**src/rtl/cache_controller_if.sv**
```systemverilog
// Processor/RAM/data-array signal bundle for the direct-mapped cache controller.
// The controller connects through the slave modport; the environment uses master.
interface cache_controller_if #(
    parameter int CACHESIZEBITS = 10
);
    logic [31:0]              ProzessorAdresse;
    logic                     ProzessorLesen;
    logic                     ProzessorSchreiben;
    logic                     ProzessorBereit;
    logic                     RAMAnfrage;
    logic                     RAMSchreiben;
    logic [31:0]              RAMAdresse;
    logic                     RAMBereit;
    logic [CACHESIZEBITS-3:0] DatenIndex;
    logic                     DatenSchreiben;
    logic                     DatenQuelle;

    modport master (
        output ProzessorAdresse, ProzessorLesen, ProzessorSchreiben, RAMBereit,
        input  ProzessorBereit, RAMAnfrage, RAMSchreiben, RAMAdresse,
        input  DatenIndex, DatenSchreiben, DatenQuelle
    );

    modport slave (
        input  ProzessorAdresse, ProzessorLesen, ProzessorSchreiben, RAMBereit,
        output ProzessorBereit, RAMAnfrage, RAMSchreiben, RAMAdresse,
        output DatenIndex, DatenSchreiben, DatenQuelle
    );
endinterface

```
**src/rtl/cache_controller.sv**
```systemverilog
// Direct-mapped write-back cache controller: owns tag/valid/dirty state and
// sequences block writeback and refill against a word-wide RAM.
module cache_controller #(
    parameter int CACHESIZEBITS = 10,
    parameter int BLOCKSIZEBITS = 5
) (
    input logic               clock,
    input logic               reset,
    cache_controller_if.slave bus
);
    localparam int WB = BLOCKSIZEBITS - 2;
    localparam int IB = CACHESIZEBITS - BLOCKSIZEBITS;
    localparam int TB = 32 - CACHESIZEBITS;
    localparam int S  = 1 << IB;
    localparam int W  = 1 << WB;

    typedef enum logic [1:0] {
        IDLE      = 2'd0,
        LOOKUP    = 2'd1,
        WRITEBACK = 2'd2,
        REFILL    = 2'd3
    } state_t;

    state_t          state;
    logic [WB-1:0]   cnt;
    logic [TB-1:0]   tags  [S];
    logic [S-1:0]    valid;
    logic [S-1:0]    dirty;

    logic [WB-1:0]   word;
    logic [IB-1:0]   idx;
    logic [TB-1:0]   tag;
    logic            hit;
    logic            last;
    logic            is_write;
    logic            unused_addr_lsb;

    assign word     = bus.ProzessorAdresse[BLOCKSIZEBITS-1:2];
    assign idx      = bus.ProzessorAdresse[CACHESIZEBITS-1:BLOCKSIZEBITS];
    assign tag      = bus.ProzessorAdresse[31:CACHESIZEBITS];
    assign hit      = valid[idx] && (tags[idx] == tag);
    assign last     = (cnt == WB'(W - 1));
    // A simultaneous read+write request is served as a write.
    assign is_write = bus.ProzessorSchreiben;
    assign unused_addr_lsb = ^bus.ProzessorAdresse[1:0];

    always_ff @(posedge clock) begin
        if (reset) begin
            state <= IDLE;
            cnt   <= '0;
            valid <= '0;
            dirty <= '0;
            for (int i = 0; i < S; i++) begin
                tags[i] <= '0;
            end
        end else begin
            case (state)
                IDLE: begin
                    if (bus.ProzessorLesen || bus.ProzessorSchreiben) begin
                        state <= LOOKUP;
                    end
                end
                LOOKUP: begin
                    if (hit) begin
                        if (is_write) begin
                            dirty[idx] <= 1'b1;
                        end
                        state <= IDLE;
                    end else begin
                        cnt   <= '0;
                        state <= (valid[idx] && dirty[idx]) ? WRITEBACK : REFILL;
                    end
                end
                WRITEBACK: begin
                    if (bus.RAMBereit) begin
                        if (last) begin
                            cnt   <= '0;
                            state <= REFILL;
                        end else begin
                            cnt <= cnt + WB'(1);
                        end
                    end
                end
                REFILL: begin
                    if (bus.RAMBereit) begin
                        if (last) begin
                            // Block complete: install it and re-run the lookup, which now hits.
                            cnt        <= '0;
                            tags[idx]  <= tag;
                            valid[idx] <= 1'b1;
                            dirty[idx] <= 1'b0;
                            state      <= LOOKUP;
                        end else begin
                            cnt <= cnt + WB'(1);
                        end
                    end
                end
                default: state <= IDLE;
            endcase
        end
    end

    // Outputs follow the current state and same-cycle handshakes so a hit
    // completes in the lookup cycle and refill words land as RAM delivers them.
    always_comb begin
        bus.ProzessorBereit = 1'b0;
        bus.RAMAnfrage      = 1'b0;
        bus.RAMSchreiben    = 1'b0;
        bus.RAMAdresse      = '0;
        bus.DatenIndex      = '0;
        bus.DatenSchreiben  = 1'b0;
        bus.DatenQuelle     = 1'b0;
        case (state)
            LOOKUP: begin
                bus.DatenIndex = {idx, word};
                if (hit) begin
                    bus.ProzessorBereit = 1'b1;
                    bus.DatenSchreiben  = is_write;
                end
            end
            WRITEBACK: begin
                bus.RAMAnfrage   = 1'b1;
                bus.RAMSchreiben = 1'b1;
                bus.RAMAdresse   = {tags[idx], idx, cnt, 2'b00};
                bus.DatenIndex   = {idx, cnt};
            end
            REFILL: begin
                bus.RAMAnfrage = 1'b1;
                bus.RAMAdresse = {tag, idx, cnt, 2'b00};
                bus.DatenIndex = {idx, cnt};
                if (bus.RAMBereit) begin
                    bus.DatenSchreiben = 1'b1;
                    bus.DatenQuelle    = 1'b1;
                end
            end
            default: ;
        endcase
    end
endmodule

```
**src/flat_wrapper.sv**
```systemverilog
// flat-port wrapper written by rule: the top's interface ports become plain ports
module cache_controller_flat 
#(
    parameter int CACHESIZEBITS = 10,
    parameter int BLOCKSIZEBITS = 5
)
  (clock, reset, bus_ProzessorAdresse, bus_ProzessorLesen, bus_ProzessorSchreiben, bus_RAMBereit, bus_ProzessorBereit, bus_RAMAnfrage, bus_RAMSchreiben, bus_RAMAdresse, bus_DatenIndex, bus_DatenSchreiben, bus_DatenQuelle);
  cache_controller_if #(.CACHESIZEBITS(CACHESIZEBITS)) bus_i ();
  input logic clock;
  input logic reset;
  input wire logic [$bits(bus_i.ProzessorAdresse)-1:0] bus_ProzessorAdresse;
  input wire logic [$bits(bus_i.ProzessorLesen)-1:0] bus_ProzessorLesen;
  input wire logic [$bits(bus_i.ProzessorSchreiben)-1:0] bus_ProzessorSchreiben;
  input wire logic [$bits(bus_i.RAMBereit)-1:0] bus_RAMBereit;
  output wire logic [$bits(bus_i.ProzessorBereit)-1:0] bus_ProzessorBereit;
  output wire logic [$bits(bus_i.RAMAnfrage)-1:0] bus_RAMAnfrage;
  output wire logic [$bits(bus_i.RAMSchreiben)-1:0] bus_RAMSchreiben;
  output wire logic [$bits(bus_i.RAMAdresse)-1:0] bus_RAMAdresse;
  output wire logic [$bits(bus_i.DatenIndex)-1:0] bus_DatenIndex;
  output wire logic [$bits(bus_i.DatenSchreiben)-1:0] bus_DatenSchreiben;
  output wire logic [$bits(bus_i.DatenQuelle)-1:0] bus_DatenQuelle;
  assign bus_i.ProzessorAdresse = bus_ProzessorAdresse;
  assign bus_i.ProzessorLesen = bus_ProzessorLesen;
  assign bus_i.ProzessorSchreiben = bus_ProzessorSchreiben;
  assign bus_i.RAMBereit = bus_RAMBereit;
  assign bus_ProzessorBereit = bus_i.ProzessorBereit;
  assign bus_RAMAnfrage = bus_i.RAMAnfrage;
  assign bus_RAMSchreiben = bus_i.RAMSchreiben;
  assign bus_RAMAdresse = bus_i.RAMAdresse;
  assign bus_DatenIndex = bus_i.DatenIndex;
  assign bus_DatenSchreiben = bus_i.DatenSchreiben;
  assign bus_DatenQuelle = bus_i.DatenQuelle;
  cache_controller #(.CACHESIZEBITS(CACHESIZEBITS), .BLOCKSIZEBITS(BLOCKSIZEBITS)) u_core (.clock(clock), .reset(reset), .bus(bus_i));
endmodule
```
**config.mk**
```make
export PLATFORM = sky130hd
export DESIGN_NAME = cache_controller_flat
export DESIGN_NICKNAME = d
export VERILOG_FILES = /design/src/rtl/cache_controller_if.sv /design/src/rtl/cache_controller.sv /design/src/flat_wrapper.sv
export SDC_FILE = /design/constraint.sdc
export NUM_CORES = 1
export LEC_CHECK = 0
export CORE_ASPECT_RATIO = 2
export CORE_MARGIN = 1
export CORE_UTILIZATION = 36
export CTS_BUF_LIST = sky130_fd_sc_hd__clkbuf_8
export CTS_CLUSTER_SIZE = 40
export DETAILED_ROUTE_END_ITERATION = 7
export PLACE_DENSITY_LB_ADDON = 0.1
export SYNTH_ARGS = -nofsm -noshare
export SYNTH_HDL_FRONTEND = slang
export SYNTH_SLANG_ARGS = --single-unit
```
**constraint.sdc**
```tcl
create_clock -name clock -period 5.3 [get_ports clock]
set_input_delay 0.53 -clock clock [delete_from_list [all_inputs] [get_ports clock]]
set_output_delay 0.53 -clock clock [all_outputs]
set_load 0.05 [all_outputs]
```
==> impl_metrics.csv, run 1 <==
group,metric,value,unit
run_status,status,"complete, no violations",
floorplan,fp-row-count,164,
clocking,cts_sinks,773,
timing,fin_hold_ws,0.447,ns
finish,syn_to_final_growth,15.7,%
synth,syn-mean-instance-area,12.9,um^2
setup_path,crit_top_cell,"buf_4",
global_route,grt_use_met2,49.7,%
synth,ys_top_cells_by_area,"edfxtp_1 (58%), and2_1 (12%), mux2i_1 (11%)",
clocking,cts_buffers,113,
timing,setup_viol,0,
setup_path,path_cells,"clkdlybuf4s50_1 > buf_4 > or4b_1 > buf_12 > buf_4 > o22ai_1 > nor4_2 > nand2_1 > xnor2_1 > nand4_1 > buf_4 > nor2_2 > and3_1 > a21o_1 > buf_12",
floorplan,dieHeight,451,um
clocking,clock_latency,0.83,ns
floorplan,die-area,102000,um^2
floorplan,start_util,36.3,%
global_route,grt_pass1_vias,24535,
placed_design,gp_congestion,0.920,
placed_design,hpwlAfterDp,92100,um
synth,synthCells,2820,
timing,rsz0062_at_grt,"no",
floorplan,io_pins,82,
clocking,postCtsHoldBufs,0,
power_and_ir_drop,vdd_drop_max,0.161,mV
synth,synth.most_common_cell,"and2_1",
timing,fin_crit,5.26,ns
setup_path,cp_slowest_cell,"clkdlybuf4s50_1",
setup_path,crit_arrival,4.73,ns
global_route,grt_usage,28.1,%
timing,tightestPinTransition,1.26,ns
setup_path,cp-start-kind,"primary input",
setup_path,endpoint_kind,"output port",
synth,ys_types,48,
placed_design,port_buffers,77,
synth,ys_seq_area_share,62.1,%
drt,ant_nets,0,
timing,maxSlewHeadroom,15.5,%
timing,maxSlewViolCount,0,
synth,yosys_warnings,0,
synth,synth_top_flop_cell,"edfxtp_1",
floorplan,core,99900,um^2
drt,wl_per_cell,32.4,um
clocking,clock-root-buffer,"clkbuf_8",
timing,finClkSkew,0.0441,ns
global_route,antenna_found_initial,15,
global_route,grt_use_met1,29.9,%
setup_path,reg2regPathDepth,11,
setup_path,max_stage_delay,0.76,ns
setup_path,crit_type,"primary input to output port",
drt,wirelength,142000,um
floorplan,dieWidth,226,um
drt,dr.pass1.iters,5,
global_route,grt_busiest_layer,"met2",
hold_path,hold_class,"flip-flop to flip-flop",
job,max_cap_violations,0,
timing,totalNegativeSetupSlack,0,ns
synth,synth_top_area_share,58.3,%
synth,syn_area,36300,um^2
finish,nNetsFinal,3000,
global_route,grt_pass1_wl,194000,um
synth,ys_async_sr_fraction,0,%
clocking,clk_pin_slew,0.06,ns
power_and_ir_drop,p_leak,16.6,nW
clocking,clock_path_buffers,3,
timing,timing.fmax,190,MHz
finish,drive_above_1_share,15.2,%
timing,finalCritPeriodShare,99.3,%
synth,synth-seq-cells,773,
setup_path,crit_fanout,20,
drt,drt-initial-drc-count,1795,
synth,yosys-top-cells-count,"and2_1 (721), edfxtp_1 (704), mux2i_1 (388)",
clocking,cts_tree,"built",
drt,vias,23996,
power_and_ir_drop,power_density,312,nW/um^2
synth,synth_area_leader_cell,"edfxtp_1",
hold_path,hold_depth,1,
setup_path,required,4.77,ns
timing,hold_violations,0,
clocking,cts_max_level,3,
drt,drc,0,
drt,via_per_inst,5.47,
global_route,grt.overflow.total,0,
synth,synth-edff-count,704,
finish,fillerInstances,9387,
clocking,postCtsSetupRepairBufs,0,
global_route,use_met3,3.57,%
global_route,grt_max_degree,81,
## critical path, delay by kind of cell
kind | cells | cell delay [ns]
xor gates and xnor gates | 1 | 0.13
and+or+nand+nor | 6 | 1.46
buffers and inverters | 6 | 1.82
AOI/OAI and AO/OA | 2 | 0.76
## report_power, final
group          switching, mW  internal (mW)
clock                   2.43           2.31
sequential            0.0551           6.81
combinational           1.03          0.462
## placed cells by master, fill, tap and decap left out, types with 6 or more instances in the layout
| cell | Yosys | final |
|---|---|---|
| nor2_4 | 0 | 7 |
| edfxtp_1 | 704 | 704 |
| nand2_1 | 76 | 76 |
| a21oi_1 | 28 | 28 |
| a41oi_1 | 13 | 13 |
| buf_2 | 40 | 8 |
| clkinv_1 | 0 | 19 |
| a21o_1 | 34 | 34 |
| nor2b_1 | 6 | 6 |
| nor2_1 | 93 | 83 |
| o21ai_2 | 0 | 31 |
| ha_1 | 7 | 7 |
| clkdlybuf4s50_1 | 0 | 44 |
| inv_1 | 5 | 47 |
| nor3_1 | 21 | 21 |
| o22ai_1 | 175 | 174 |
| nand3_1 | 26 | 26 |
| mux2i_1 | 388 | 388 |
| xnor2_1 | 18 | 18 |
| buf_4 | 18 | 190 |
| nand2b_1 | 6 | 6 |
| nor4_1 | 41 | 39 |
| and2_1 | 721 | 721 |
| clkinv_2 | 0 | 20 |
| a22o_1 | 19 | 19 |
| clkbuf_8 | 0 | 125 |
| mux4_2 | 18 | 18 |
| dfxtp_1 | 69 | 69 |
| buf_12 | 0 | 42 |
## kinds of logic (layout without fill, tap and decap cells)
kind of cell	count (synthesis)	in the layout	share of synthesized area [%]
mux	407	407	11.9
flops	773	773	62.1
simple gates	1030	1030	16.7
xor+xnor	20	20	0.483
fa+ha+maj	7	7	0.241
compound gates	312	312	5.54
buf+inv	270	503	3.14
other cells	1	7	0.0103
## per-stage QoR
step	power [mW]	worst slack, ns	utilization [%]	cell area (um^2)	cells
after global placement	8.48	0.0565	39.8	39800	4169
after floorplan	7.77	0.984	-	36300	2821
after CTS	13.2	0.0686	42.0	42000	4382
final	13.1	0.0375	42.0	42000	4387
after global routing	13.5	0.0169	42.0	42000	4383
after detailed placement	8.49	-0.00899	39.8	39800	4169
## layout make-up
type | instances | area (um^2) | area share, %
repair buffers | 285 | 2760 | 6.58
multi-input cells | 1778 | 12800 | 30.6
clock buffers | 125 | 1720 | 4.10
clock inverters | 88 | 447 | 1.06
inverters | 5 | 21.3 | 0.0507
well taps | 1328 | 1660 | 3.96
flip-flops and latches | 773 | 22500 | 53.6
diodes | 5 | 12.5 | 0.0298
## metal layers
metal	share of wire, %	vias to the layer above
met1	35	12217
met3	4.9	342
li1	-	10519
met2	52	916
met5	0.0077	-
met4	9.0	2
## what timing repair did
item	4_1_cts	5_1_grt
endpoints found under the setup margin	0	2
resized for setup	0	3
endpoints found under the hold margin	0	0
## registers in the layout, summed over array words and instances, names as in the netlist, named ones only
signal / flops
u_core.state: 2
u_core.valid: 32
u_core.cnt: 3
u_core.tags: 704
## worst paths after layout
path / end / slack [ns] / from
worst max-delay path: bus_DatenSchreiben / 0.04 / bus_ProzessorAdresse[7]
worst min-delay path: u_core.valid[31] / 0.45 / u_core.valid[31]
worst max register to register: u_core.cnt[0] / 1.51 / u_core.tags[23][21]
worst min register to register: u_core.valid[31] / 0.45 / u_core.valid[31]
Note: power is estimated with default switching activity, not from simulation.
==> inputs of run 2 (changes only) <==
--- a/config.mk
+++ b/config.mk
@@ -5,6 +5,8 @@
 export SDC_FILE = /design/constraint.sdc
 export NUM_CORES = 1
 export LEC_CHECK = 0
+export CELL_PAD_IN_SITES_DETAIL_PLACEMENT = 0
+export CELL_PAD_IN_SITES_GLOBAL_PLACEMENT = 1
 export CORE_ASPECT_RATIO = 2
 export CORE_MARGIN = 1
 export CORE_UTILIZATION = 36
==> impl_metrics.csv, run 2 (synthesis gave the netlist of run 1 again) <==
group,metric,value,unit
run_status,status,"complete, no violations",
floorplan,dieWidth,226,um
global_route,grt_usage,28.6,%
job,max_cap_violations,0,
placed_design,port_buffers,77,
drt,vias,24015,
setup_path,cp-start-kind,"primary input",
drt,ant_nets,0,
timing,maxSlewViolCount,0,
placed_design,gp_congestion,0.919,
global_route,grt.overflow.total,0,
setup_path,regToRegSetupSlack,1.13,ns
clocking,cts_max_level,3,
drt,drc,0,
finish,mostFrequentLayoutCells,"and2_1 (721), edfxtp_1 (704), mux2i_1 (387), buf_4 (199), o22ai_1 (175)",
clocking,clk_pin_slew,0.06,ns
drt,wl_per_cell,32.8,um
placed_design,dpl_cell_area,39900,um^2
timing,timing.fmax,190,MHz
finish,mostFrequentLayoutCell,"and2_1",
timing,finClkSkew,0.0493,ns
clocking,clock_path_buffers,3,
global_route,grt_pass1_vias,24882,
floorplan,start_util,36.3,%
floorplan,core,99900,um^2
finish,drive_above_1_share,15.6,%
hold_path,worstHoldStart,"u_core.valid[13]",
finish,largest_register_ffs,704,
clocking,clock_latency,0.84,ns
global_route,antenna_found_initial,8,
power_and_ir_drop,clock_power_share,36.6,%
timing,totalNegativeSetupSlack,0,ns
finish,regMostFlops,"u_core.tags",
hold_path,hold_class,"flip-flop to flip-flop",
clocking,cts_buffers,112,
floorplan,dieHeight,451,um
timing,setup_viol,0,
setup_path,crit_arrival,4.73,ns
floorplan,fp-row-count,164,
timing,fin_crit,5.26,ns
global_route,grt_max_degree,54,
drt,via_per_inst,5.46,
timing,tightestPinTransition,1.30,ns
timing,rsz0062_at_grt,"no",
setup_path,r2r_end,"u_core.cnt[0]",
hold_path,holdPathEnd,"u_core.valid[13]",
finish,multiInputGateArea,12800,um^2
power_and_ir_drop,cellInternalPower,9.66,mW
clocking,clock-root-buffer,"clkbuf_8",
timing,maxSlewHeadroom,12.8,%
finish,syn_to_final_growth,16.2,%
finish,nNetsFinal,3013,
finish,reg.largest.list,"u_core.tags: 704 flops, u_core.valid: 32 flops, u_core.cnt: 3 flops",
clocking,cts_tree,"built",
placed_design,hpwlAfterDp,96100,um
power_and_ir_drop,swShare,27.0,%
power_and_ir_drop,power_density,314,nW/um^2
global_route,grt_pass1_wl,198000,um
power_and_ir_drop,seqPwrFrac,51.9,%
hold_path,hold_depth,1,
timing,finalCritPeriodShare,99.3,%
setup_path,crit_fanout,37,
drt,dr.pass1.iters,5,
drt,drt-initial-drc-count,1998,
finish,fillerInstances,9334,
setup_path,required,4.77,ns
power_and_ir_drop,vdd_drop_max,0.189,mV
setup_path,endpoint_kind,"output port",
finish,seq_area,22500,um^2
clocking,cts_sinks,773,
timing,hold_violations,0,
finish,final_area,42200,um^2
setup_path,crit_type,"primary input to output port",
power_and_ir_drop,combPwrFrac,11.5,%
power_and_ir_drop,p_sw,3.57,mW
setup_path,reg2regPathDepth,13,
floorplan,die-area,102000,um^2
setup_path,r2r-start,"u_core.tags[5][18]",
floorplan,io_pins,82,
drt,wirelength,144000,um
power_and_ir_drop,p_leak,16.6,nW
## run 2: cell types whose count changed in the layout (fill, tap and decap cells not counted), moves of 4 or more
cell | previous run | this run
buf_4 | 190 | 199
inv_1 | 47 | 38
nor2_4 | 7 | 2
clkbuf_8 | 125 | 116
buf_12 | 42 | 47
nor2_2 | 4 | 9
bufinv_16 | 3 | 7
clkinv_1 | 19 | 30
## run 2: stage by stage
step	std cells	worst slack [ns]	util [%]	total power, mW	hold WS (ns)
after floorplan	2821	0.984	-	7.77	0.421
after global placement	4183	0.0843	40.0	8.50	0.429
after detailed placement	4183	0.147	40.0	8.52	0.437
after CTS	4395	0.117	42.2	13.3	0.426
after global routing	4397	0.00505	42.2	13.6	0.467
final	4401	0.0368	42.2	13.2	0.452
## run 2: power groups by stage
stage          registers, mW  logic, mW  clock network (mW)
2_1_floorplan           6.99      0.776                   0
3_3_place_gp            6.99       1.51                   0
3_5_place_dp            7.00       1.52                   0
4_1_cts                 6.87       1.52                4.95
5_1_grt                 6.88       1.57                5.17
6_report                6.87       1.52                4.85
## run 2: what timing repair did
item,4_1_cts,5_1_grt
endpoints found under the setup margin,0,1
gates resized for setup,0,1
hold endpoints to repair,0,0
hold buffers,0,0
buffers inserted,0,0
## run 2: final cells by class
class                   instances  area share (%)
well taps                    1328            3.94
diodes                          6          0.0356
flip-flops and latches        773            53.4
multi-input cells            1778            30.4
clock buffers                 116            3.79
clock inverters                96            1.42
inverters                       5          0.0504
repair buffers                299            6.94
## run 2: worst max-delay path by stage
stage                                       start                  to  cells past startpoint  slack (ns)
final                     bus_ProzessorAdresse[7]  bus_DatenSchreiben                     14        0.04
after global routing      bus_ProzessorAdresse[7]  bus_DatenSchreiben                     16       0.005
after CTS                 bus_ProzessorAdresse[7]  bus_DatenSchreiben                     16        0.12
after detailed placement  bus_ProzessorAdresse[7]  bus_DatenSchreiben                     16        0.15
after global placement    bus_ProzessorAdresse[7]  bus_DatenSchreiben                     16        0.08
after floorplan           bus_ProzessorAdresse[5]  u_core.tags[31][0]                     10        0.98
## run 2: layer usage
metal  track usage, %  wire (um)
met5                0          0
met4             17.6      10000
met3             4.11       7230
met2             52.0      76400
met1             30.7      50800
## run 2: worst max-delay path, stage by stage
cell and delay (ns):
clkdlybuf4s50_1 0.51, buf_12 0.24, or4b_1 0.55, buf_12 0.20, o22ai_1 0.66, nor4_1 0.24
nand2_1 0.17, xnor2_1 0.12, nand4_1 0.16, nor4_4 0.54, buf_4 0.21, and3_1 0.20
a21o_1 0.18, buf_12 0.14
